### src/rtl/hazard_ctrl.sv
// hazard_ctrl
//   Pipeline hazard controller for a 5-stage in-order core. Tracks a shadow
//   copy of the EX/MEM/WB register-destination fields so that it can
//   generate operand forwarding selects, detect load-use hazards, insert
//   bubbles on control redirects, and freeze the whole pipe while a data
//   memory access is outstanding (with a timeout into a sticky error state).
//
// Ports
//   clk, rst              clock, synchronous active-high reset
//   id_rs1, id_rs2        source registers of the instruction in ID
//   id_use_rs1/_rs2       ID instruction actually reads rs1 / rs2
//   id_rd                 destination register of the ID instruction
//   id_wb                 {reg_write, mem_to_reg[1:0]}; mem_to_reg==2'b11 is a load
//   ex_redirect           taken branch / jump resolved in EX this cycle
//   mem_req, mem_ready    data access pending in MEM / access completes now
//   front_stall           hold PC and IF/ID
//   back_stall            hold ID/EX, EX/MEM, MEM/WB
//   ifid_flush/idex_flush bubble into IF/ID / ID/EX on next edge
//   fwd_a, fwd_b          EX operand select: 00 regfile, 01 EX/MEM, 10 MEM/WB
//   mem_timeout           sticky memory-timeout error flag
//   stall_cnt, flush_cnt  saturating performance counters
module hazard_ctrl #(
    parameter int MEM_TIMEOUT = 255
) (
    input  logic        clk,
    input  logic        rst,
    input  logic [4:0]  id_rs1,
    input  logic [4:0]  id_rs2,
    input  logic        id_use_rs1,
    input  logic        id_use_rs2,
    input  logic [4:0]  id_rd,
    input  logic [2:0]  id_wb,
    input  logic        ex_redirect,
    input  logic        mem_req,
    input  logic        mem_ready,
    output logic        front_stall,
    output logic        back_stall,
    output logic        ifid_flush,
    output logic        idex_flush,
    output logic [1:0]  fwd_a,
    output logic [1:0]  fwd_b,
    output logic        mem_timeout,
    output logic [15:0] stall_cnt,
    output logic [15:0] flush_cnt
);

    localparam int WAIT_W = (MEM_TIMEOUT > 255) ? $clog2(MEM_TIMEOUT + 1) : 8;
    localparam logic [WAIT_W-1:0] TIMEOUT_V = WAIT_W'(MEM_TIMEOUT);

    typedef enum logic [1:0] {
        RUN      = 2'd0,
        MEM_WAIT = 2'd1,
        ERROR    = 2'd2
    } state_t;

    state_t            state;
    state_t            state_nxt;
    logic [WAIT_W-1:0] wait_cnt;
    logic [WAIT_W-1:0] wait_nxt;

    // EX-stage shadow (_p0)
    logic [4:0] rs1_p0;
    logic [4:0] rs2_p0;
    logic [4:0] rd_p0;
    logic       wr_p0;
    logic       load_p0;
    // MEM-stage shadow (_p1)
    logic [4:0] rd_p1;
    logic       wr_p1;
    // WB-stage shadow (_p2)
    logic [4:0] rd_p2;
    logic       wr_p2;

    logic frozen;
    logic load_use;
    logic redirect;

    function automatic logic [15:0] sat_inc(input logic [15:0] v);
        return (v == 16'hFFFF) ? v : v + 16'd1;
    endfunction

    // The nearer (younger) producer wins, so EX/MEM is checked before MEM/WB.
    function automatic logic [1:0] fwd_sel(
        input logic [4:0] rs,
        input logic       wr_mem,
        input logic [4:0] rd_mem,
        input logic       wr_wb,
        input logic [4:0] rd_wb
    );
        if (wr_mem && (rd_mem != 5'd0) && (rd_mem == rs))
            return 2'b01;
        else if (wr_wb && (rd_wb != 5'd0) && (rd_wb == rs))
            return 2'b10;
        else
            return 2'b00;
    endfunction

    always_ff @(posedge clk) begin
        if (rst) begin
            state    <= RUN;
            wait_cnt <= '0;
        end else begin
            state    <= state_nxt;
            wait_cnt <= wait_nxt;
        end
    end

    // wait_cnt holds the number of MEM_WAIT cycles already completed; the
    // timeout decision looks at the incremented value so that the error is
    // taken at the end of the MEM_TIMEOUT-th waiting cycle, and a mem_ready
    // arriving in that same cycle still returns to RUN.
    always_comb begin
        state_nxt = state;
        wait_nxt  = wait_cnt;
        case (state)
            RUN: begin
                if (mem_req && !mem_ready) begin
                    state_nxt = MEM_WAIT;
                    wait_nxt  = '0;
                end
            end
            MEM_WAIT: begin
                if (mem_ready) begin
                    state_nxt = RUN;
                    wait_nxt  = '0;
                end else begin
                    wait_nxt = wait_cnt + WAIT_W'(1);
                    if (wait_nxt == TIMEOUT_V)
                        state_nxt = ERROR;
                end
            end
            ERROR: begin
                state_nxt = ERROR;
            end
            default: begin
                state_nxt = RUN;
                wait_nxt  = '0;
            end
        endcase
    end

    // While frozen nothing in the pipe moves, so redirects and load-use
    // bubbles are simply held back until the memory access completes.
    always_comb begin
        frozen   = (state == ERROR) || (mem_req && !mem_ready);
        load_use = load_p0 && wr_p0 && (rd_p0 != 5'd0) &&
                   ((id_use_rs1 && (id_rs1 == rd_p0)) ||
                    (id_use_rs2 && (id_rs2 == rd_p0)));
        redirect = !frozen && ex_redirect;

        front_stall = frozen || (load_use && !redirect);
        back_stall  = frozen;
        ifid_flush  = redirect;
        idex_flush  = !frozen && (redirect || load_use);
        mem_timeout = (state == ERROR);

        fwd_a = fwd_sel(rs1_p0, wr_p1, rd_p1, wr_p2, rd_p2);
        fwd_b = fwd_sel(rs2_p0, wr_p1, rd_p1, wr_p2, rd_p2);
    end

    always_ff @(posedge clk) begin
        if (rst) begin
            stall_cnt <= '0;
            flush_cnt <= '0;
        end else begin
            if (front_stall)
                stall_cnt <= sat_inc(stall_cnt);
            if (ifid_flush || idex_flush)
                flush_cnt <= sat_inc(flush_cnt);
        end
    end

    // ID -> EX shadow boundary (control bits)
    always_ff @(posedge clk) begin
        if (rst) begin
            wr_p0   <= 1'b0;
            load_p0 <= 1'b0;
            wr_p1   <= 1'b0;
            wr_p2   <= 1'b0;
        end else if (!back_stall) begin
            wr_p0   <= id_wb[2] && !idex_flush;
            load_p0 <= (id_wb[1:0] == 2'b11) && !idex_flush;
            wr_p1   <= wr_p0;
            wr_p2   <= wr_p1;
        end
    end

    // ID -> EX -> MEM -> WB shadow boundary (register numbers)
    always_ff @(posedge clk) begin
        if (!back_stall) begin
            rs1_p0 <= id_rs1;
            rs2_p0 <= id_rs2;
            rd_p0  <= id_rd;
            rd_p1  <= rd_p0;
            rd_p2  <= rd_p1;
        end
    end

endmodule

### config.mk
export PLATFORM = sky130hd
export DESIGN_NAME = hazard_ctrl
export DESIGN_NICKNAME = d
export VERILOG_FILES = /design/src/rtl/hazard_ctrl.sv
export SDC_FILE = /design/constraint.sdc
export NUM_CORES = 1
export LEC_CHECK = 0
export BUFFER_PORTS_ARGS = -buffer_cell sky130_fd_sc_hd__buf_2
export CAP_MARGIN = 25
export CORE_ASPECT_RATIO = 0.75
export CORE_MARGIN = 1.5
export CORE_UTILIZATION = 30
export CTS_CLUSTER_DIAMETER = 50
export CTS_CLUSTER_SIZE = 24
export DETAILED_ROUTE_END_ITERATION = 10
export HOLD_SLACK_MARGIN = 0.1
export SETUP_SLACK_MARGIN = 0.5
export SYNTH_ARGS = -nofsm -noshare
export SYNTH_HDL_FRONTEND = slang
export SYNTH_SLANG_ARGS = --single-unit
### constraint.sdc
create_clock -name clk -period 6.3 [get_ports clk]
set_input_delay 0.315 -clock clk [delete_from_list [all_inputs] [get_ports clk]]
set_output_delay 0.315 -clock clk [all_outputs]
set_load 0.05 [all_outputs]
==> results of run 1 <==
## path summary, 6_finish.rpt
check | endpoint | cells after the start
max | idex_flush | 5
min | rd_p0[3]$_DFFE_PN_ | 1
max reg2reg | flush_cnt[9]$_SDFFE_PP0P_ | 6
min reg2reg | wait_cnt[7]$_SDFFE_PP0P_ | 2
## kinds of logic (layout without fill, tap and decap cells)
logic type      after synthesis  count (layout)
simple gates                136             136
fa+ha+maj                     4               4
mux                           8               8
compound gates               83              83
xor+xnor                     34              34
flops                        71              71
buf+inv                      24              93
## area by class of cell
class | instances | area (um^2) | share of cell area, %
Inverter | 10 | 37.5 | 0.890
Clock buffer | 9 | 225 | 5.34
Sequential cell | 71 | 1670 | 39.6
Multi-Input combinational cell | 265 | 1700 | 40.2
Tap cell | 140 | 175 | 4.15
Timing Repair Buffer | 67 | 340 | 8.07
Clock inverter | 7 | 72.6 | 1.72
## metal layers
metal  GRT usage [%]  wire, um  up-vias  share of wire (%)
li1                -         -     1457                  -
met1            17.0      3830     1369                 48
met2            22.3      3740       59                 46
met3            4.50       341       10                4.2
met4            4.55       128        0                1.6
met5               0         0        -                  0
## cells in the final DEF (no fill, tap or decap), types with 2 or more instances in the layout
| master | synthesis | layout |
|---|---|---|
| buf_2 | 2 | 65 |
| dfxtp_1 | 46 | 46 |
| a21oi_1 | 36 | 35 |
| edfxtp_1 | 25 | 25 |
| nor2_1 | 23 | 23 |
| nand2_1 | 20 | 20 |
| xnor2_1 | 19 | 19 |
| or3_1 | 19 | 19 |
| nand3_1 | 18 | 18 |
| xor2_1 | 15 | 15 |
| o21ai_1 | 13 | 13 |
| o21ai_0 | 12 | 12 |
| inv_1 | 10 | 10 |
| or4_1 | 10 | 10 |
| nor4_1 | 9 | 9 |
| clkbuf_16 | 0 | 9 |
| nand4_1 | 8 | 8 |
| and3_1 | 8 | 8 |
| o31ai_1 | 7 | 7 |
| nor3_1 | 6 | 6 |
| nor2b_1 | 5 | 5 |
| and2_1 | 4 | 4 |
| mux2i_1 | 4 | 4 |
| ha_1 | 4 | 4 |
| clkinvlp_4 | 0 | 4 |
| and4_1 | 3 | 3 |
| mux2_1 | 3 | 3 |
| nand3b_1 | 3 | 3 |
| o31a_1 | 2 | 2 |
| buf_4 | 1 | 2 |
## metrics by stage
stage	util, %	instances
6_report	38.0	569
5_1_grt	38.0	569
4_1_cts	38.0	569
3_5_place_dp	35.3	553
3_3_place_gp	35.3	553
2_1_floorplan	-	360
## registers in the layout (all words and copies together) (netlist names)
signal,flops
rd_p1,5
rs2_p0,5
rd_p2,5
stall_cnt,16
rd_p0,5
wr_p2,1
wr_p0,1
load_p0,1
wait_cnt,8
wr_p1,1
rs1_p0,5
flush_cnt,16
state,2
## where the power goes
part	total, W	internal (W)	switching (W)
registers	0.000520	0.000498	0.0000220
logic	0.0000875	0.0000347	0.0000528
clock network	0.000504	0.000306	0.000198
==> impl_metrics.env, run 1 <==
export IMPL_post_route_period_util_pct=47.2
export IMPL_setup_violations=0
export IMPL_synth_simple_area_share_pct=21.2
export IMPL_wl_per_cell_um=14.1
export IMPL_syn_area_um2=3480
export IMPL_hold_class="input pin to flip-flop"
export IMPL_crit_type="flip-flop to output pin"
export IMPL_h_tree_depth=3
export IMPL_wl_um=8040
export IMPL_post_route_min_period_ns=2.98
export IMPL_drt_iter0_markers=123
export IMPL_fp_dieW_um=127
export IMPL_postCtsSetupBuffers=0
export IMPL_synth_area_leaders="dfxtp_1 26%, edfxtp_1 22%, a21oi_1 5.2%"
export IMPL_first_global_vias=2665
export IMPL_gr_total_overflow=0
export IMPL_cts_root_buf="clkbuf_16"
export IMPL_core_um2=11100
export IMPL_antenna_cells=0
export IMPL_max_freq_mhz=336
export IMPL_port_buffers=65
export IMPL_dpl_hpwl_um=5770
export IMPL_grt_pass1_wl_um=13000
export IMPL_ys_types=45
export IMPL_holdWs_ns=0.161
export IMPL_cp_max_fo=25
export IMPL_cp_start_kind="flip-flop"
export IMPL_finClkSkew_ns=0.00801
export IMPL_crit_family="compound AO/OA/AOI/OAI gates"
export IMPL_gp_routability_congestion=0.830
export IMPL_slew_viol_final=0
export IMPL_preCtsSetupSlack_ns=3.63
export IMPL_max_stage_delay_ns=0.56
export IMPL_ios=66
export IMPL_antenna_found_initial=0
export IMPL_area_growth_pct=21.1
export IMPL_n_fill_cell=1090
export IMPL_p_leak_nw=1.58
export IMPL_place_area_um2=3920
export IMPL_yosysMostFrequentCell="dfxtp_1"
export IMPL_slew_headroom_pct=37.4
export IMPL_cp_required_ns=5.98
export IMPL_run_status="finished, final reports clean"
export IMPL_drt_first_pass_iters=5
export IMPL_vias=2895
export IMPL_layout_drive_gt1_share_pct=20.3
export IMPL_r2r_start="rd_p0[0]$_DFFE_PN_"
export IMPL_rsz0062_at_grt="false"
export IMPL_cp_end_kind="output pin"
export IMPL_postRouteAntennaNets=0
export IMPL_synth_edff_count=25
export IMPL_die_area_um2=12300
export IMPL_design_area_um2=4220
export IMPL_synth_top_cell_area_share_pct=26.4
export IMPL_synth_nets=389
export IMPL_seq_area_frac_synth_pct=48.0
export IMPL_grt_max_degree=51
export IMPL_cts_tree="done"
export IMPL_worst_pin_slew_ns=0.939
export IMPL_arrival_ns=2.66
export IMPL_synth_ff_type="dfxtp_1"
export IMPL_critPathSlowestCell="a31oi_4"
export IMPL_start_util_pct=31.4
export IMPL_hold_viol_final=0
export IMPL_hp_start="id_rd[3]"
export IMPL_grt_util_all_layers_pct=13.6
export IMPL_clock_sinks=71
export IMPL_route_detailed_drc=0
export IMPL_synth_top_family_by_area="simple AND/OR/NAND/NOR gates"
export IMPL_synthArstFlopShare_pct=0
export IMPL_finalSetupTns_ns=0
export IMPL_clk_insertion_delay_late_ns=0.33
export IMPL_synth_common_cells="46 x dfxtp_1, 36 x a21oi_1, 25 x edfxtp_1, 23 x nor2_1, 20 x nand2_1"
export IMPL_clock_path_buffers=2
export IMPL_fin_nets=453
export IMPL_synth_adder_area_share_pct=1.44
export IMPL_ys_ff_latch=71
export IMPL_r2r_slack_ns=3.68
export IMPL_netlist_instances=360
export IMPL_synth_mux_area_share_pct=2.44
export IMPL_cap_viol_max_count=0
export IMPL_cts_hold_buffers=0
export IMPL_power_density_nw_per_um2=263
export IMPL_finalWorstSetupSlack_ns=3.32
export IMPL_path_clk_slew_ns=0.05
export IMPL_die_h_um=96.3
export IMPL_path_cells="or3_1 -> o311a_1 -> a31oi_4 -> inv_1 -> buf_2"
export IMPL_cts_made_buffers=9
export IMPL_synthXorXnorAreaFrac_pct=8.55
export IMPL_cts_resized=0
export IMPL_viasPerCell=5.09
export IMPL_peakVddDrop_mv=0.119
export IMPL_cp_startpoint="rd_p0[0]$_DFFE_PN_"
export IMPL_fp_row_count=33
export IMPL_synth_compound_area_share_pct=14.8
export IMPL_netlist_top_cell_by_area="dfxtp_1"
export IMPL_p_total_w=0.00111
export IMPL_ys_warn_count=0
export IMPL_syn_area_per_cell_um2=9.68
export IMPL_path_buf_inv=2
(Power assumes the default switching activity.)
==> run 2, diff against run 1 <==
Clock period 6.3 ns to 3 ns, I/O delays scaled along.
==> run 2 against run 1 <==
Against the previous run:
- non-clock buffer count is 16 higher
- highest routed layer unchanged
- sequential power up 110%
- utilization increased by 1.8 points
- total power increased by 110%
- wire length up 5.7%
- largest cell class unchanged
- sequential share of layout area fell by 1.8 points
- die area stayed put
==> impl_metrics.env, run 2 (synthesis results as in run 1) <==
export IMPL_postCtsSetupBuffers=0
export IMPL_top_regs="flush_cnt x16, stall_cnt x16, wait_cnt x8"
export IMPL_final_cell_mix="64 x buf_2, 46 x dfxtp_1, 35 x a21oi_1"
export IMPL_hold_viol_final=0
export IMPL_area_growth_pct=26.7
export IMPL_whs_endpoint="state[0]$_SDFFE_PP0P_"
export IMPL_ios=66
export IMPL_post_route_min_period_ns=2.32
export IMPL_layout_drive_gt1_share_pct=20.9
export IMPL_clk_insertion_delay_late_ns=0.33
export IMPL_core_um2=11100
export IMPL_arrival_ns=2.57
export IMPL_grt_max_degree=51
export IMPL_die_h_um=96.3
export IMPL_max_stage_delay_ns=0.56
export IMPL_crit_type="input pin to flip-flop"
export IMPL_p_sw_w=0.000553
export IMPL_slew_viol_final=0
export IMPL_postRouteAntennaNets=0
export IMPL_power_density_nw_per_um2=535
export IMPL_wl_per_cell_um=14.5
export IMPL_fin_nets=469
export IMPL_viasPerCell=5.11
export IMPL_clock_sinks=71
export IMPL_setup_violations=0
export IMPL_worst_pin_slew_ns=0.931
export IMPL_antenna_cells=0
export IMPL_start_util_pct=31.4
export IMPL_vias=2991
export IMPL_seqPwrFrac_pct=46.3
export IMPL_p_total_w=0.00236
export IMPL_first_global_vias=2813
export IMPL_cp_start_kind="input pin"
export IMPL_clkPwrFrac_pct=44.8
export IMPL_path_buf_inv=2
export IMPL_grt_util_all_layers_pct=14.4
export IMPL_route_detailed_drc=0
export IMPL_dpl_hpwl_um=6010
export IMPL_whs_path_depth=3
export IMPL_fp_dieW_um=127
export IMPL_preCtsSetupSlack_ns=0.737
export IMPL_intPower_w=0.00181
export IMPL_hold_class="input pin to flip-flop"
export IMPL_run_status="finished, final reports clean"
export IMPL_max_freq_mhz=432
export IMPL_antenna_found_initial=0
export IMPL_grt_pass1_wl_um=13600
export IMPL_peakVddDrop_mv=0.239
export IMPL_cp_required_ns=3.25
export IMPL_critPathSlowestCell="dlygate4sd3_1"
export IMPL_final_common_cell="buf_2"
export IMPL_switching_share_pct=23.4
export IMPL_finalWorstSetupSlack_ns=0.684
export IMPL_h_tree_depth=3
export IMPL_clock_path_buffers=2
export IMPL_cp_max_fo=30
export IMPL_gr_total_overflow=0
export IMPL_gp_routability_congestion=0.792
export IMPL_rsz0062_at_grt="false"
export IMPL_wl_um=8500
export IMPL_finalSetupTns_ns=0
export IMPL_finClkSkew_ns=0.00554
export IMPL_crit_family="compound AO/OA/AOI/OAI gates"
export IMPL_cts_root_buf="clkbuf_16"
export IMPL_cts_tree="done"
export IMPL_cap_viol_max_count=0
export IMPL_cp_end_kind="flip-flop"
export IMPL_p_comb_share_pct=8.8
export IMPL_hp_start="mem_req"
export IMPL_drt_first_pass_iters=5
export IMPL_fp_row_count=33
export IMPL_r2r_end="stall_cnt[10]$_SDFFE_PP0P_"
export IMPL_port_buffers=65
export IMPL_post_route_period_util_pct=77.2
export IMPL_r2r_start="rd_p0[4]$_DFFE_PN_"
export IMPL_slew_headroom_pct=37.9
export IMPL_cts_made_buffers=9
export IMPL_r2r_cells=6
export IMPL_die_area_um2=12300
export IMPL_p_leak_nw=1.67
export IMPL_path_clk_slew_ns=0.06
export IMPL_path_cells="dlygate4sd3_1 -> buf_2 -> xnor2_1 -> nand4_1 -> o22a_1 -> o32a_4 -> or4_1 -> a21oi_1"
export IMPL_r2r_slack_ns=0.71
export IMPL_drt_iter0_markers=108
==> run 2: cell types whose count changed in the layout (fill, tap and decap cells not counted), moves of 2 or more <==
cell / before / now
clkinvlp_4: 4 / 0
nor4_2: 0 / 4
nor4_1: 9 / 5
buf_4: 2 / 4
clkbuf_8: 0 / 3
clkinv_2: 0 / 2
dlygate4sd3_1: 0 / 15
==> run 2: power groups by stage <==
stage	combinational (W)	sequential, W	clock [W]
after detailed placement	0.000194	0.00111	0
after CTS	0.000210	0.00109	0.00109
after global routing	0.000229	0.00110	0.00112
after global placement	0.000188	0.00111	0
after floorplan	0.000131	0.00111	0
final	0.000208	0.00109	0.00106
==> run 2: tightest hold or removal path, cell delays in order <==
cell       delay (ns)
buf_2            0.13
nor2_1           0.08
a2111oi_0        0.06
==> run 2: metal layers <==
metal	GRT usage [%]	share of wire, %	vias up
met4	6.16	2.0	0
li1	-	-	1492
met3	3.78	4.1	16
met2	24.5	47	70
met1	17.5	47	1413
met5	0	0	-
==> run 2: worst max-delay path by stage <==
stage / from / endpoint / slack (ns) / cells past startpoint
3_3_place_gp: rd_p0[4]$_DFFE_PN_ / stall_cnt[10]$_SDFFE_PP0P_ / 0.81 / 6
4_1_cts: rd_p1[0]$_DFFE_PN_ / fwd_a[1] / 0.55 / 5
3_5_place_dp: rd_p0[1]$_DFFE_PN_ / stall_cnt[10]$_SDFFE_PP0P_ / 0.74 / 6
2_1_floorplan: rd_p1[0]$_DFFE_PN_ / fwd_a[1] / 0.39 / 4
5_1_grt: rd_p0[4]$_DFFE_PN_ / stall_cnt[10]$_SDFFE_PP0P_ / 0.54 / 6
6_report: id_rs1[1] / stall_cnt[10]$_SDFFE_PP0P_ / 0.68 / 8
==> run 2: area by class of cell <==
class,instances,area [um^2]
flip-flops and latches,71,1670
clock inverters,2,10.0
fillers,1101,6690
multi-input cells,265,1720
inverters,10,37.5
repair buffers,83,500
clock buffers,14,295
well taps,140,175
==> run 2: timing repair <==
action / 4_1_cts / 5_1_grt
hold buffers: 15 / 0
setup endpoints to repair: 1 / 1
pin swaps: 0 / 0
gates resized for setup: 1 / 1
hold endpoints to repair: 15 / 0
==> run 2: per-stage QoR <==
step           std cells  utilization, %  hold slack (ns)  cell area [um^2]
5_1_grt              585            39.7            0.152              4410
6_report             585            39.7            0.135              4410
4_1_cts              585            39.7            0.123              4410
3_3_place_gp         554            35.6            0.332              3960
2_1_floorplan        360               -            0.249              3510
3_5_place_dp         554            35.6            0.334              3960
==> run 3, diff against run 2 <==
Clock period 3 ns to 2.2 ns, I/O delays scaled along.
==> run 3 against run 2 <==
Against the previous run:
- the flow now finishes with violations (setup timing)
- wire length is 17% higher
- utilization is 7.8 points higher
- worst hold slack worse by 0.034 ns
- clock power is 32% higher
- global-route usage is 1.9 points higher
- largest cell class unchanged
- clock skew hardly changed
- first-iteration DRC count is 59% higher
- combinational power is 120% higher
- setup slack worse by 0.70 ns
==> impl_metrics.env, run 3 (synthesis results as in run 1) <==
export IMPL_postRouteAntennaNets=0
export IMPL_setup_violations=1
export IMPL_path_buf_inv=1
export IMPL_place_area_um2=4110
export IMPL_n_fill_cell=1021
export IMPL_preCtsSetupSlack_ns=-0.0102
export IMPL_clock_sinks=71
export IMPL_hold_viol_final=0
export IMPL_cp_start_kind="flip-flop"
export IMPL_seqCellArea_um2=1700
export IMPL_clk_insertion_delay_late_ns=0.33
export IMPL_cp_required_ns=2.46
export IMPL_dpl_hpwl_um=6090
export IMPL_antenna_cells=0
export IMPL_area_growth_pct=51.5
export IMPL_dp_cells=561
export IMPL_fin_nets=515
export IMPL_arrival_ns=2.48
export IMPL_wl_per_cell_um=15.8
export IMPL_cts_tree="done"
export IMPL_port_buffers=65
export IMPL_viasPerCell=5.26
export IMPL_start_util_pct=31.4
export IMPL_path_clk_slew_ns=0.05
export IMPL_p_leak_nw=2.01
export IMPL_slew_viol_final=0
export IMPL_run_status="complete, but fails checks"
export IMPL_grt_util_all_layers_pct=16.4
export IMPL_gr_total_overflow=0
export IMPL_top_regs="flush_cnt x16, stall_cnt x16, wait_cnt x8"
export IMPL_stdcell_count=631
export IMPL_layout_drive_gt1_share_pct=40.1
export IMPL_grt_pass1_wl_um=15600
export IMPL_cap_viol_max_count=0
export IMPL_core_um2=11100
export IMPL_slew_headroom_pct=56.0
export IMPL_failed_checks="setup timing"
export IMPL_crit_type="flip-flop to flip-flop"
export IMPL_vias=3317
export IMPL_finalSetupTns_ns=-0.0145
export IMPL_h_tree_depth=3
export IMPL_cts_root_buf="clkbuf_16"
export IMPL_drt_first_pass_iters=4
export IMPL_cp_max_fo=8
export IMPL_final_cell_mix="58 x buf_2, 32 x a21oi_1, 27 x dfxtp_1"
export IMPL_die_area_um2=12300
export IMPL_crit_family="compound AO/OA/AOI/OAI gates"
export IMPL_peakVddDrop_mv=0.345
export IMPL_worst_pin_slew_ns=0.659
export IMPL_post_route_min_period_ns=2.21
export IMPL_final_common_cell="buf_2"
export IMPL_rsz0062_at_grt="true"
export IMPL_ios=66
export IMPL_multi_input_area_um2=2100
export IMPL_antenna_found_initial=0
export IMPL_die_h_um=96.3
export IMPL_clock_path_buffers=2
export IMPL_route_detailed_drc=0
export IMPL_design_area_um2=5280
export IMPL_drt_iter0_markers=172
export IMPL_fp_dieW_um=127
export IMPL_post_route_period_util_pct=101
export IMPL_finalWorstSetupSlack_ns=-0.0145
export IMPL_max_stage_delay_ns=0.49
export IMPL_critPathSlowestCell="edfxtp_1"
export IMPL_grt_max_degree=36
export IMPL_fp_row_count=33
export IMPL_finClkSkew_ns=0.00519
export IMPL_max_freq_mhz=452
export IMPL_cts_made_buffers=9
export IMPL_hold_class="input pin to flip-flop"
export IMPL_gp_routability_congestion=0.803
export IMPL_path_cells="xnor2_2 -> nand4_1 -> o22a_2 -> buf_6 -> o32a_4 -> or3_4 -> a21oi_2"
export IMPL_first_global_vias=3155
export IMPL_wl_um=9960
export IMPL_cp_end_kind="flip-flop"
export IMPL_power_density_nw_per_um2=635
export IMPL_final_util_pct=47.5
-- run 3: changes by cell type in the layout (fill, tap and decap cells not counted), moves of 5 or more --
| cell | delta |
|---|---|
| dfxtp_1 | -19 |
| or4_1 | -5 |
| buf_4 | +20 |
| dfxtp_2 | +16 |
| buf_6 | +23 |
| nor4_4 | +6 |
| or4_4 | +5 |
| buf_2 | -6 |
-- run 3: final timing paths --
path / start / end / slack, ns / cells after the start
max: rd_p0[3]$_DFFE_PN_ / stall_cnt[15]$_SDFFE_PP0P_ / -0.01 / 7
min reg2reg: flush_cnt[14]$_SDFFE_PP0P_ / flush_cnt[14]$_SDFFE_PP0P_ / 0.48 / 1
min: mem_req / state[0]$_SDFFE_PP0P_ / 0.10 / 3
max reg2reg: rd_p0[3]$_DFFE_PN_ / stall_cnt[15]$_SDFFE_PP0P_ / -0.01 / 7
-- run 3: area by class of cell --
type	instances	area share, %
timing repair buffer	126	18.5
tap	140	3.32
multi-input combinational	268	39.7
inverter	10	0.711
sequential	71	32.3
clock buffer	16	5.52
-- run 3: power breakdown --
group | internal (W) | switching (W)
sequential | 0.00142 | 0.0000637
clock | 0.000888 | 0.000515
combinational | 0.000229 | 0.000232
-- run 3: what timing repair did --
action	in CTS	in global routing
hold buffers	17	0
setup endpoints to repair	42	43
gates cloned	5	1
hold endpoints to repair	17	0
resized for setup	50	42
buffers inserted	19	12
pin swaps	39	34
-- run 3: worst register-to-register path, delay by kind of cell, from the launching register on --
kind | cells | cell delay [ns]
and+or+nand+nor | 2 | 0.50
AOI/OAI and AO/OA | 3 | 0.83
DFF | 1 | 0.49
xor gates and xnor gates | 1 | 0.19
buffers and inverters | 1 | 0.14
-- run 3: routing by layer --
layer / share of wire [%] / GRT usage, % / vias to the layer above
met5: 0 / 0 / -
met4: 1.2 / 4.83 / 0
met3: 5.2 / 4.95 / 12
met2: 47 / 27.5 / 76
met1: 46 / 20.4 / 1627
li1: - / - / 1602
-- run 3: per-stage QoR --
step | hold slack, ns | power (W)
final | 0.101 | 0.00335
after global routing | 0.124 | 0.00348
after CTS | 0.102 | 0.00332
after detailed placement | 0.290 | 0.00181
after global placement | 0.291 | 0.00181
after floorplan | 0.209 | 0.00172
